`config.mk`:
```
export PLATFORM = sky130hd
export DESIGN_NAME = attex_bus_ctrl
export DESIGN_NICKNAME = d
export VERILOG_FILES = /design/src/rtl/attex_bus_ctrl.sv
export SDC_FILE = /design/constraint.sdc
export NUM_CORES = 1
export LEC_CHECK = 0
export BUFFER_PORTS_ARGS = -buffer_cell sky130_fd_sc_hd__buf_2
export CORE_UTILIZATION = 44
export DETAILED_ROUTE_END_ITERATION = 7
export MAX_ROUTING_LAYER = met4
export PLACE_DENSITY = 0.83
export REMOVE_ABC_BUFFERS = 1
export SETUP_SLACK_MARGIN = 0.3
export SYNTH_ARGS = -nofsm -noshare
export SYNTH_HDL_FRONTEND = slang
export SYNTH_SLANG_ARGS = --single-unit
```
`constraint.sdc`:
```
create_clock -name clk -period 2.15 [get_ports clk]
set_input_delay 0.43 -clock clk [delete_from_list [all_inputs] [get_ports clk]]
set_output_delay 0.43 -clock clk [all_outputs]
set_load 0.02 [all_outputs]
```
`src/rtl/attex_bus_ctrl.sv`:
```
// CPU bus controller: decodes CPU cycles to MCD212/CDIC/slave/NVRAM, sequences wait states, ack and bus error.
// Optional watchdog enabled by defining ATTEX_BUS_TIMEOUT_EN.
module attex_bus_ctrl #(
  parameter int FIXED_WAIT     = 2,
  parameter int TIMEOUT_CYCLES = 255
) (
  input  logic        clk,
  input  logic        reset_n,
  input  logic        as,
  input  logic        uds,
  input  logic        lds,
  input  logic        write_strobe,
  input  logic [22:0] addr,
  input  logic        mcd212_ack,
  input  logic        slave_dtack,
  output logic        cs_mcd212,
  output logic        cs_cdic,
  output logic        cs_slave,
  output logic        cs_nvram,
  output logic        bus_ack,
  output logic        bus_err,
  output logic        nvram_we,
  output logic        slave_start
);

  typedef enum logic [2:0] {S_IDLE, S_WAIT, S_ACK, S_ERR, S_HOLD} state_t;
  typedef enum logic [2:0] {T_ERR, T_MCD, T_CDIC, T_SLAVE, T_NVRAM} tgt_t;

  if (FIXED_WAIT < 1 || FIXED_WAIT > 15) begin : g_bad_wait
    $error("FIXED_WAIT out of range 1..15");
  end
  if (TIMEOUT_CYCLES < 1 || TIMEOUT_CYCLES > 255) begin : g_bad_timeout
    $error("TIMEOUT_CYCLES out of range 1..255");
  end

  // Error windows are tested first so they shadow the upper MCD212 range.
  function automatic tgt_t decode(input logic [23:0] ba);
    if ((ba >= 24'h600000 && ba <= 24'hCFFFFF) || ba >= 24'hF00000) return T_ERR;
    if (ba[23:16] == 8'h30) return T_CDIC;
    if (ba[23:16] == 8'h31) return T_SLAVE;
    if (ba[23:16] == 8'h32) return T_NVRAM;
    if (ba <= 24'h27FFFF || (ba >= 24'h400000 && ba <= 24'h7FFFFF)) return T_MCD;
    return T_ERR;
  endfunction

  state_t      state_q, state_d;
  logic [3:0]  cs_q, cs_d;          // {mcd212, cdic, slave, nvram}
  logic [3:0]  cnt_q, cnt_d;
  logic        dtack_q, dtack_d;
  logic        bus_ack_q, bus_ack_d;
  logic        bus_err_q, bus_err_d;
  logic        we_q, we_d;
  logic        sstart_q, sstart_d;
`ifdef ATTEX_BUS_TIMEOUT_EN
  logic [7:0]  wd_q, wd_d;
`endif

  tgt_t        tgt;
  logic        ack_hit;

  always_comb begin
    state_d   = state_q;
    cs_d      = cs_q;
    cnt_d     = cnt_q;
    dtack_d   = slave_dtack;
    bus_ack_d = 1'b0;
    bus_err_d = 1'b0;
    we_d      = 1'b0;
    sstart_d  = 1'b0;
`ifdef ATTEX_BUS_TIMEOUT_EN
    wd_d      = wd_q;
`endif
    tgt     = decode({addr, 1'b0});
    // Slave ready is a fresh 0->1 edge, so a line stuck high never acks.
    ack_hit = (cs_q[3] && mcd212_ack) ||
              ((cs_q[2] || cs_q[0]) && cnt_q == 4'd0) ||
              (cs_q[1] && slave_dtack && !dtack_q);

    unique case (state_q)
      S_IDLE: begin
        if (as && (uds || lds)) begin
          if (tgt == T_ERR) begin
            state_d   = S_ERR;
            bus_err_d = 1'b1;
            cs_d      = 4'b0000;
          end else begin
            state_d  = S_WAIT;
            cnt_d    = 4'(FIXED_WAIT);
            sstart_d = (tgt == T_SLAVE);
`ifdef ATTEX_BUS_TIMEOUT_EN
            wd_d     = 8'd0;
`endif
            unique case (tgt)
              T_MCD:   cs_d = 4'b1000;
              T_CDIC:  cs_d = 4'b0100;
              T_SLAVE: cs_d = 4'b0010;
              default: cs_d = 4'b0001;
            endcase
          end
        end
      end
      S_WAIT: begin
        if (!as) begin
          state_d = S_IDLE;
          cs_d    = 4'b0000;
        end else if (ack_hit) begin
          state_d   = S_ACK;
          bus_ack_d = 1'b1;
          we_d      = cs_q[0] && write_strobe && uds;
`ifdef ATTEX_BUS_TIMEOUT_EN
        end else if (wd_q == 8'(TIMEOUT_CYCLES - 1)) begin
          state_d   = S_ERR;
          bus_err_d = 1'b1;
          cs_d      = 4'b0000;
`endif
        end else begin
          cnt_d = (cnt_q != 4'd0) ? cnt_q - 4'd1 : 4'd0;
`ifdef ATTEX_BUS_TIMEOUT_EN
          wd_d  = wd_q + 8'd1;
`endif
        end
      end
      S_ACK, S_ERR: state_d = S_HOLD;
      S_HOLD: begin
        if (!as) begin
          state_d = S_IDLE;
          cs_d    = 4'b0000;
        end
      end
      default: begin
        state_d = S_IDLE;
        cs_d    = 4'b0000;
      end
    endcase
  end

  always_ff @(posedge clk or negedge reset_n) begin
    if (!reset_n) begin
      state_q   <= S_IDLE;
      cs_q      <= 4'b0000;
      cnt_q     <= 4'd0;
      dtack_q   <= 1'b1;
      bus_ack_q <= 1'b0;
      bus_err_q <= 1'b0;
      we_q      <= 1'b0;
      sstart_q  <= 1'b0;
`ifdef ATTEX_BUS_TIMEOUT_EN
      wd_q      <= 8'd0;
`endif
    end else begin
      state_q   <= state_d;
      cs_q      <= cs_d;
      cnt_q     <= cnt_d;
      dtack_q   <= dtack_d;
      bus_ack_q <= bus_ack_d;
      bus_err_q <= bus_err_d;
      we_q      <= we_d;
      sstart_q  <= sstart_d;
`ifdef ATTEX_BUS_TIMEOUT_EN
      wd_q      <= wd_d;
`endif
    end
  end

  assign {cs_mcd212, cs_cdic, cs_slave, cs_nvram} = cs_q;
  assign bus_ack     = bus_ack_q;
  assign bus_err     = bus_err_q;
  assign nvram_we    = we_q;
  assign slave_start = sstart_q;

endmodule

```
==> run_results.csv <==
group,metric,value,unit
grt,grt_pass1_vias,591,
sta,fin_skew,0.00245,ns
setup_path,startpoint_type,"flip-flop",
layout,num_antenna_cells,0,
sta,setup-violations-final,0,
grt,grt_pass1_wl,2470,um
logic_synthesis,synth_area,822,um^2
route,drt_iter0_markers,13,
setup_path,worstPathMaxFanout,5,
grt,grt_usage,18.3,%
clock_tree,clk_pin_slew,0.09,ns
logic_synthesis,synth-seq-cells,16,
power_and_ir_drop,p_leak,0.549,nW
sta,drv_slew,0,
sta,fin_crit,1.85,ns
logic_synthesis,ys.flop_type,"dfrtp_1",
die,row_count,15,
clock_tree,cts-htree-levels,1,
grt,grt_max_degree,17,
power_and_ir_drop,peakVddDrop,0.605,mV
layout,syn2layout_area_growth,29.7,%
setup_path,crit_type,"reg2reg",
sta,rsz0062_at_grt,"yes",
logic_synthesis,synth.distinct_cells,36,
sta,hold_violations,0,
route,vias,700,
die,initial_core_util,47.1,%
sta,worst_slew_pin_slew,0.358,ns
placement,port_buffers,23,
logic_synthesis,yosysMostFrequentCell,"dfrtp_1",
logic_synthesis,synth_edf_count,0,
clock_tree,clock_sinks,16,
route,wirelength,1730,um
logic_synthesis,synth_top_area_share,45.7,%
sta,tns,0,ns
grt,antenna_found_initial,0,
setup_path,rrSetupSlack,0.30,ns
power_and_ir_drop,power,1.06,mW
setup_path,end_kind,"flip-flop",
power_and_ir_drop,power_density,998,nW/um^2
logic_synthesis,yosysTopAreaCell,"dfrtp_1",
logic_synthesis,syn_inst,75,
flow_run,cap_violations,0,
route,drt-wirelength-per-cell,12.8,um
clock_tree,numCtsBuffers,3,
logic_synthesis,synth_top_cells_by_count,"dfrtp_1 (15), nor2_1 (8), nand3_1 (5)",
setup_path,cp.arrival,2.07,ns
route,via_per_inst,5.19,
clock_tree,cts_buffer_depth,2,
setup_path,worst_ep_required_time,2.36,ns
clock_tree,cts_tree,"built",
logic_synthesis,async_reset_ff_share,100,%
clock_tree,ctsRootBufferMaster,"clkbuf_4",
logic_synthesis,ys_seq_area_share,48.9,%
die,die-area,2050,um^2
sta,setup_ws,0.296,ns
route,drc_errors,0,
outcome,status,"complete, no violations",
placement,routabilityCongestion,0.778,
grt,grt-ovfl-total,0,
placement,pre_cts_slack,0.306,ns
sta,fmax,539,MHz
sta,min_period_over_period,86.2,%
clock_tree,insertion_delay,0.29,ns
layout,fin_nets,142,
logic_synthesis,synth-warning-count,0,
layout,drive_gt1_share,44.5,%
die,fp.coreArea,1750,um^2
logic_synthesis,syn_avg_cell_area,11.0,um^2
die,die_h,45.2,um
die,die_x,45.2,um
route,antenna_left,0,
sta,slew_headroom,76.1,%
min_path,hold_path_class,"in2async",
placement,hpwlAfterDp,1210,um
route,drt_pass1_iterations,4,
logic_synthesis,synth_area_leaders,"dfrtp_1 (46%), nor2_1 (3.7%), dfstp_2 (3.2%)",
die,io_pins,39,
where the power goes:
| part | internal, mW | leakage, nW | switching, mW |
|---|---|---|---|
| Combinational | 0.224 | 0.316 | 0.197 |
| Clock | 0.103 | 0.0210 | 0.0974 |
| Sequential | 0.357 | 0.212 | 0.0848 |
| Total | 0.685 | 0.549 | 0.379 |
routing by layer:
layer | GRT usage, % | wire [um] | vias up
li1 | - | - | 349
met1 | 18.4 | 715 | 314
met2 | 29.0 | 846 | 33
met3 | 5.60 | 122 | 4
met4 | 15.2 | 42 | 0
met5 | - | 0 | -
layout make-up:
cell class              instances  area (um^2)
inverters                       3         11.3
flip-flops and latches         16          403
clock buffers                   4         36.3
fillers                       155          679
well taps                      25         31.3
multi-input cells              55          402
repair buffers                 32          183
worst max-delay path, cell delays in order, from the launching register on:
cell and delay (ns):
dfrtp_2 0.45, or4_4 0.53, o211ai_2 0.18, or2_4 0.17, a21boi_4 0.23, mux2i_1 0.22
placed cells by master (no fill, tap or decap), drive strengths merged, types with 2 or more instances in the layout:
cell type / instances
nor2b: 3
o21a: 2
a21boi: 2
nor4: 2
a21oi: 2
nand2: 4
nand3: 5
inv: 3
mux2i: 2
buf: 32
clkbuf: 4
dfrtp: 15
or4: 2
nor3: 2
a22o: 2
o22ai: 2
nor2: 8
state kept, by name, indices dropped and copies added (netlist names):
signal and count:
cnt_q 4, cs_q 4, state_q 3, bus_ack 1
bus_err 1, dtack_q 1, nvram_we 1, slave_start 1
path summary, 6_finish.rpt:
| kind | from | endpoint | cells after the start |
|---|---|---|---|
| hold reg to reg | cs_q[1] | cs_q[1] | 1 |
| max in group asynchronous | reset_n | dtack_q | 1 |
| min in group clk | slave_dtack | dtack_q | 1 |
| hold / removal | reset_n | cnt_q[0] | 1 |
| setup reg to reg | cnt_q[0] | cnt_q[0] | 5 |
| setup / recovery | cnt_q[0] | cnt_q[0] | 5 |
stage by stage:
step	hold WS (ns)	std cells	utilization (%)	instance area, um^2
final	0.0279	135	61.1	1070
after global routing	0.0345	135	61.1	1070
after CTS	0.0407	128	57.8	1010
after global placement	0.356	124	55.7	972
after detailed placement	0.366	124	55.7	972
after floorplan	0.134	74	-	811
cells by family (layout without fill, tap and decap cells):
logic type             Yosys count  in the layout  share of synthesized area [%]
flip-flops                      16             16                           48.9
multiplexers                     2              2                           2.44
buffers and inverters            4             39                           2.74
AND/OR/NAND/NOR                 32             32                           22.5
AO/OA/AOI/OAI                   21             21                           23.4
what timing repair did:
item,in CTS,in global routing
buffers inserted,0,7
endpoints found under the setup margin,0,6
resized for setup,0,2
hold buffers,0,0
Power figures use the tool's default switching activity.
